### config.mk
export PLATFORM = sky130hd
export DESIGN_NAME = rand_point_scheduler
export DESIGN_NICKNAME = d
export VERILOG_FILES = /design/src/rtl/rand_point_scheduler.sv
export SDC_FILE = /design/constraint.sdc
export NUM_CORES = 1
export LEC_CHECK = 0
export BUFFER_PORTS_ARGS = -buffer_cell sky130_fd_sc_hd__clkbuf_2
export CAP_MARGIN = 5
export CORE_MARGIN = 1
export CORE_UTILIZATION = 60
export DETAILED_ROUTE_END_ITERATION = 8
export PLACE_DENSITY_LB_ADDON = 0.2
export REMOVE_ABC_BUFFERS = 1
export SYNTH_ARGS = -nofsm -noshare
export SYNTH_HDL_FRONTEND = slang
export SYNTH_SLANG_ARGS = --single-unit
### constraint.sdc
create_clock -name clk -period 3.5 [get_ports clk]
set_input_delay 0.175 -clock clk [delete_from_list [all_inputs] [get_ports clk]]
set_output_delay 0.175 -clock clk [all_outputs]
set_load 0.01 [all_outputs]
### src/rtl/rand_point_scheduler.sv
// Places up to NUM_POINTS lit 16x16 cells per frame by rejection-sampling rand_num, then draws them as RGB222.
// Optional per-point random colour capture is enabled by defining RAND_POINT_COLOR_EN.
module rand_point_scheduler #(
  parameter int NUM_POINTS = 8,
  parameter int CELL_SHIFT = 4,
  parameter int COLS       = 40,
  parameter int ROWS       = 30,
  parameter int MAX_TRIES  = 64
) (
  input  logic        clk,
  input  logic        reset_n,
  input  logic [11:0] rand_num,
  input  logic        frame_start,
  input  logic [9:0]  pix_x,
  input  logic [9:0]  pix_y,
  input  logic        video_active,
  output logic [5:0]  rgb,
  output logic        busy,
  output logic [4:0]  num_valid
);

`ifdef RAND_POINT_COLOR_EN
  typedef enum logic [1:0] {
    IDLE          = 2'd0,
    CAPTURE       = 2'd1,
    SHOW          = 2'd2,
    CAPTURE_COLOR = 2'd3
  } state_e;
`else
  typedef enum logic [1:0] {
    IDLE    = 2'd0,
    CAPTURE = 2'd1,
    SHOW    = 2'd2
  } state_e;
`endif

  state_e state_q, state_d;
  logic [4:0] idx_q, idx_d;
  logic [7:0] tries_q, tries_d, tries_inc;

  logic [NUM_POINTS-1:0] valid_q;
  logic [5:0] x_q [NUM_POINTS];
  logic [5:0] y_q [NUM_POINTS];
`ifdef RAND_POINT_COLOR_EN
  logic [5:0] col_q [NUM_POINTS];
  logic [5:0] col_store;
`endif

  logic [5:0] sample_x, sample_y;
  logic       accept;
  logic       clear, pos_we, col_we;
  logic [5:0] cell_x, cell_y;
  logic       hit;
  logic [5:0] hit_col;
  logic [5:0] rgb_q;

  assign sample_x  = rand_num[11:6];
  assign sample_y  = rand_num[5:0];
  assign accept    = ({1'b0, sample_x} < 7'(COLS)) && ({1'b0, sample_y} < 7'(ROWS));
  assign tries_inc = (tries_q == 8'hFF) ? tries_q : tries_q + 8'd1;
  assign cell_x    = 6'(pix_x >> CELL_SHIFT);
  assign cell_y    = 6'(pix_y >> CELL_SHIFT);
`ifdef RAND_POINT_COLOR_EN
  assign col_store = (rand_num[5:0] == 6'h00) ? 6'h3F : rand_num[5:0];
`endif

  always_ff @(posedge clk or negedge reset_n) begin
    if (!reset_n) begin
      state_q <= IDLE;
      idx_q   <= '0;
      tries_q <= '0;
    end else begin
      state_q <= state_d;
      idx_q   <= idx_d;
      tries_q <= tries_d;
    end
  end

  // frame_start restarts from any state and overrides any same-cycle slot write.
  always_comb begin
    state_d = state_q;
    idx_d   = idx_q;
    tries_d = tries_q;
    clear   = 1'b0;
    pos_we  = 1'b0;
    col_we  = 1'b0;
    if (frame_start) begin
      clear   = 1'b1;
      idx_d   = '0;
      tries_d = '0;
      state_d = CAPTURE;
    end else begin
      case (state_q)
        CAPTURE: begin
          tries_d = tries_inc;
          if (accept) begin
            pos_we = 1'b1;
`ifdef RAND_POINT_COLOR_EN
            state_d = CAPTURE_COLOR;
`else
            idx_d = idx_q + 5'd1;
`endif
          end
`ifdef RAND_POINT_COLOR_EN
          if (!accept && tries_d == 8'(MAX_TRIES)) state_d = SHOW;
`else
          if (idx_d == 5'(NUM_POINTS) || tries_d == 8'(MAX_TRIES)) state_d = SHOW;
`endif
        end
`ifdef RAND_POINT_COLOR_EN
        CAPTURE_COLOR: begin
          col_we = 1'b1;
          idx_d  = idx_q + 5'd1;
          if (idx_d == 5'(NUM_POINTS) || tries_q == 8'(MAX_TRIES)) state_d = SHOW;
          else state_d = CAPTURE;
        end
`endif
        default: ;
      endcase
    end
  end

  always_comb begin
    busy = (state_q == CAPTURE);
`ifdef RAND_POINT_COLOR_EN
    if (state_q == CAPTURE_COLOR) busy = 1'b1;
`endif
    num_valid = idx_q;
    rgb       = rgb_q;
  end

  // With colour capture, a slot becomes visible only once its colour is stored.
  always_ff @(posedge clk or negedge reset_n) begin
    if (!reset_n) begin
      valid_q <= '0;
      for (int k = 0; k < NUM_POINTS; k++) begin
        x_q[k] <= '0;
        y_q[k] <= '0;
`ifdef RAND_POINT_COLOR_EN
        col_q[k] <= '0;
`endif
      end
    end else if (clear) begin
      valid_q <= '0;
    end else begin
      for (int k = 0; k < NUM_POINTS; k++) begin
        if (pos_we && idx_q == 5'(k)) begin
          x_q[k] <= sample_x;
          y_q[k] <= sample_y;
`ifndef RAND_POINT_COLOR_EN
          valid_q[k] <= 1'b1;
`endif
        end
`ifdef RAND_POINT_COLOR_EN
        if (col_we && idx_q == 5'(k)) begin
          col_q[k]   <= col_store;
          valid_q[k] <= 1'b1;
        end
`endif
      end
    end
  end

  // Descending scan so the lowest matching slot index has the final say.
  always_comb begin
    hit     = 1'b0;
    hit_col = 6'h00;
    for (int k = NUM_POINTS - 1; k >= 0; k--) begin
      if (valid_q[k] && cell_x == x_q[k] && cell_y == y_q[k]) begin
        hit = 1'b1;
`ifdef RAND_POINT_COLOR_EN
        hit_col = col_q[k];
`else
        hit_col = 6'h3F;
`endif
      end
    end
  end

  always_ff @(posedge clk or negedge reset_n) begin
    if (!reset_n) rgb_q <= 6'h00;
    else          rgb_q <= (video_active && hit) ? hit_col : 6'h00;
  end

endmodule

==> Yosys cells after proc, flatten, opt, wreduce, memory -nomap -nowiden <==
Cells that the tools add are included.
{ "word_totals": {"reg_bits": 125, "input_bits": 36, "output_inout_bits": 12, "word_cells": 148} }
{ "op_classes": {"n_addsub": 2, "order_cmp": 2, "eq_ne": 27, "mux": 41, "bitwise_logic": 1, "n_reduce_logical": 47} }
{ "op_table": {"columns": ["operator", "n"], "rows": [
  ["equality test 6 bit", 16],
  ["2-to-1 mux 6 bit", 9],
  ["2-to-1 mux 8 bit", 4],
  ["logical AND 1 bit", 26],
  ["2-to-1 mux 5 bit", 5],
  ["equality test 5 x 3 -> 1 bit, second input constant", 4],
  ["2-to-1 mux 1 bit", 20],
  ["nonzero test 2 bit", 10],
  ["AND reduction 2 bit", 9],
  ["equality test 5 x 2 -> 1 bit, second input constant", 2],
  ["adder 8 x 1 -> 8 bit, second input constant", 1],
  ["equality test 8 x 7 -> 1 bit, second input constant", 1],
  ["equality test 8 bit, second input constant", 1],
  ["< comparator 6 x 5 -> 1 bit, second input constant", 1],
  ["< comparator 6 bit, second input constant", 1],
  ["2-to-1 mux 2 bit", 3],
  ["adder 5 x 1 -> 5 bit, second input constant", 1],
  ["equality test 5 x 1 -> 1 bit, second input constant", 1],
  ["equality test 5 x 4 -> 1 bit, second input constant", 1],
  ["logical NOT 5 bit", 1],
  ["equality test 2 x 1 -> 1 bit, second input constant", 1],
  ["logical OR 1 bit", 1],
  ["inverter 1 bit", 1]
]} }

==> Longest topological paths before layout <==
{ "depth": {"depth_word": 13, "ltp_mapped": 7, "ltp_nobuf": 6} }

==> Least setup slack after synthesis <==
No wires, ideal clock.
{ "synth_path": {"path_kind": "reg-to-reg", "startpoint": "register state_q[1]", "endpoint": "register x_q[24] in the netlist's numbering", "setup_time_ps": 125, "t_arrival_ps": 1875, "required_time_ps": 3375, "path_slack_ps": 1500, "stages_incl_launch_ff": 8, "path_buffers": 2, "synth_period_minus_slack_ps": 2000, "path_cell_list": "dfrtp_1 and2b_1 buf_6 nor3b_4 and3b_1 and2_4 buf_6 mux2_2"} }
{ "synth_between": {"elab_chain_cells": 5} }
{ "synth_lines": {"columns": ["element", "line_no", "rtl"], "rows": [
  ["start, declared", "37", "state_e state_q, state_d;"],
  ["start signal, assigned", "73", "state_q <= state_d;"],
  ["equality test 2 x 1 -> 1 bit", null, null],
  ["via busy", "18", "output logic busy,"],
  ["2-to-1 mux 1 bit", "93", "case (state_q)"],
  ["2-to-1 mux 1 bit", "87", "if (frame_start) begin"],
  ["logical AND 1 bit", "147", "if (pos_we && idx_q == 5'(k)) begin"],
  ["AND reduction 2 bit (no line)", null, null],
  ["end signal, assigned by index", "148", "x_q[k] <= sample_x;"],
  ["end, declared", "42", "logic [5:0] x_q [NUM_POINTS];"]
]} }
The timed path passes the listed nets, and every way through them passes these cells.
A chain may end at the register's enable or synchronous reset.

==> Worst setup path after layout <==
{ "layout_path": {"startpoint": "register state_q[1]", "endpoint": "register x_q[45] in the netlist's numbering"} }
{ "layout_between": {"elab_chain_cells": 5} }
{ "layout_lines": {"columns": ["element", "line_no"], "rows": [
  ["equality test 2 x 1 -> 1 bit", "93"],
  ["2-to-1 mux 1 bit", "93"],
  ["2-to-1 mux 1 bit", "87"],
  ["logical AND 1 bit", "147"],
  ["AND reduction 2 bit (no line)", null]
]} }
Every way passes these cells.

==> impl_metrics.env <==
export IMPL_numCtsBuffers=17
export IMPL_ys_seq_area_share_pct=48.4
export IMPL_grt_antenna_before_repair=0
export IMPL_wl_per_cell_um=20.7
export IMPL_grt_pass1_vias=4070
export IMPL_pin_count=48
export IMPL_num_antenna_cells=0
export IMPL_drtPass1Iterations=4
export IMPL_timing_reg2reg_setup_slack_ns=1.12
export IMPL_wl_um=13900
export IMPL_ant_nets=0
export IMPL_rsz0062_at_grt="no"
export IMPL_min_path_cells=2
export IMPL_fmax_ghz=0.421
export IMPL_vias=3885
export IMPL_port_buffers=39
export IMPL_synthCells=495
export IMPL_p_leak_nw=3.39
export IMPL_synth_common_cells="dfrtp_1 (120), xnor2_1 (72), mux2_2 (56)"
export IMPL_power_density_nw_per_um2=571
export IMPL_cts_sinks=120
export IMPL_grt_overflow_total=0
export IMPL_area_delta_synth_final_pct=13.7
export IMPL_fp_dieW_um=104
export IMPL_post_route_drc_count=0
export IMPL_min_period_over_period_pct=67.9
export IMPL_fin_util_pct=71.1
export IMPL_drt_iter0_drc=205
export IMPL_rr_worst_depth=5
export IMPL_fin_setup_tns_ns=0
export IMPL_clk_pin_slew_ns=0.06
export IMPL_grt_start_max_net_pins=79
export IMPL_cp_end_kind="flip-flop"
export IMPL_coreArea_sq_um=9910
export IMPL_synth_warning_count=0
export IMPL_worstPathArrival_ns=2.77
export IMPL_worstPathMaxFanout=13
export IMPL_yosys_area_top_type="dfrtp_1"
export IMPL_clk_insertion_delay_late_ns=0.53
export IMPL_ys_types=43
export IMPL_slew_headroom_pct=33.7
export IMPL_ctsResizeCount=0
export IMPL_ir_drop_mv=0.363
export IMPL_netlist_area_sq_um=6200
export IMPL_start_util_pct=62.6
export IMPL_cp_required_ns=3.90
export IMPL_cts_root_buf="clkbuf_8"
export IMPL_setup_viol=0
export IMPL_synth_seq_cells=120
export IMPL_num_rows=36
export IMPL_layout_drive_gt1_share_pct=32.0
export IMPL_finalCriticalPeriod_ns=2.38
export IMPL_min_path_type="input pin to flip-flop"
export IMPL_grt_use_total_pct=28.4
export IMPL_grt_pass1_wl_um=22600
export IMPL_hold_viol_final=0
export IMPL_yosys_area_top_type_share_pct=48.4
export IMPL_fin_worst_skew_ns=0.00915
export IMPL_async_flop_share_pct=100
export IMPL_place_congestion=0.824
export IMPL_clock_path_buffers=2
export IMPL_ys_flop_type="dfrtp_1"
export IMPL_nNetsFinal=565
export IMPL_via_per_inst=5.80
export IMPL_status="finished clean"
export IMPL_htreeDepth=4
export IMPL_place_hpwl_um=8800
export IMPL_synth_most_common_cell="dfrtp_1"
export IMPL_cts_tree="yes"
export IMPL_yosys_top_cells_area="dfrtp_1 (48%), mux2_2 (10%), xnor2_1 (10%)"
export IMPL_critPathLaunchType="flip-flop"
export IMPL_synth_edf_count=0
export IMPL_max_slew_worst_pin_slew_ns=0.994
export IMPL_avgSynthCellArea_sq_um=12.5
export IMPL_dieArea_sq_um=10700
export IMPL_path_class="flip-flop to flip-flop"
export IMPL_die_y_um=104
export IMPL_slew_violations=0
export IMPL_cap_violations=0
## critical path, stage by stage (launching register included)
cell and delay (ns):
dfrtp_1 0.40, and2b_1 0.40, nor3b_4 0.43, and3b_1 0.30
and2_4 0.34, mux2_2 0.38
## flip-flops by register name (all words and copies together), names as in the netlist
name and cells:
state_q 2, y_q 48, tries_q 8, rgb 1
x_q 48, valid_q 8, num_valid 5
## timing repair
action | in CTS | in global routing
endpoints found under the hold margin | 77 | 0
hold buffers | 2 | 0
setup buffers | 0 | 0
## power by group
part	total, mW	switching [mW]	internal, mW
registers	1.62	0.0970	1.52
logic	0.464	0.228	0.236
clock network	1.94	0.622	1.32
total	4.02	0.947	3.07
## area by class of cell
type / instances / area [sq um]
Clock buffer: 20 / 435
Clock inverter: 12 / 223
Fill cell: 691 / 2860
Inverter: 10 / 37.5
Multi-Input combinational cell: 332 / 2950
Sequential cell: 120 / 3000
Tap cell: 133 / 166
Timing Repair Buffer: 43 / 233
## metrics by stage
step / setup WS (ns) / power, mW / std cells / cell area [sq um] / hold WS (ns)
global placement: 1.21 / 2.07 / 636 / 6370 / 0.400
floorplan: 1.48 / 1.92 / 462 / 5990 / -0.121
global route: 1.00 / 4.17 / 670 / 7050 / 0.0135
CTS: 1.12 / 4.04 / 670 / 7050 / 0.00812
detailed placement: 1.16 / 2.09 / 636 / 6370 / 0.397
finish: 1.12 / 4.02 / 670 / 7050 / 0.0179
## layer usage
metal	GRT usage (%)	share of wire [%]	vias up
li1	-	-	1767
met1	37.2	43	1975
met2	45.5	49	120
met3	6.86	5.9	23
met4	11.8	2.6	0
met5	0	0	-
## cell usage in the layout (no fill, tap or decap), drive strengths merged, types with 14 or more instances in the layout
cell / n
dfrtp: 120
mux2: 88
xnor2: 72
clkbuf: 58
xor2: 33
nor2: 17
nand4: 16
nand2: 15
nor4: 14
## path summary, 6_finish.rpt
| kind | start | end |
|---|---|---|
| worst min register to register | valid_q[1]$_DFFE_PN0P_ | valid_q[1]$_DFFE_PN0P_ |
| worst max register to register | state_q[1]$_DFFE_PN0P_ | x_q[45]$_DFFE_PN0P_ |
| worst max-delay path | state_q[1]$_DFFE_PN0P_ | x_q[45]$_DFFE_PN0P_ |
| max in group asynchronous | reset_n | y_q[29]$_DFFE_PN0P_ |
| worst min-delay path | rand_num[0] | y_q[12]$_DFFE_PN0P_ |
| min in group asynchronous | reset_n | y_q[19]$_DFFE_PN0P_ |
## cells by family (layout without fill, tap and decap cells)
group           after synthesis  in the layout  share of synthesized area, %
flops                       120            120                          48.4
xor+xnor                    105            105                          14.8
simple gates                101            101                          9.67
mux                          92             92                          18.6
buf+inv                      43             85                          4.00
compound gates               29             29                          3.49
fa+ha+maj                     5              5                          1.01
Note: power is estimated with default switching activity, not from simulation.
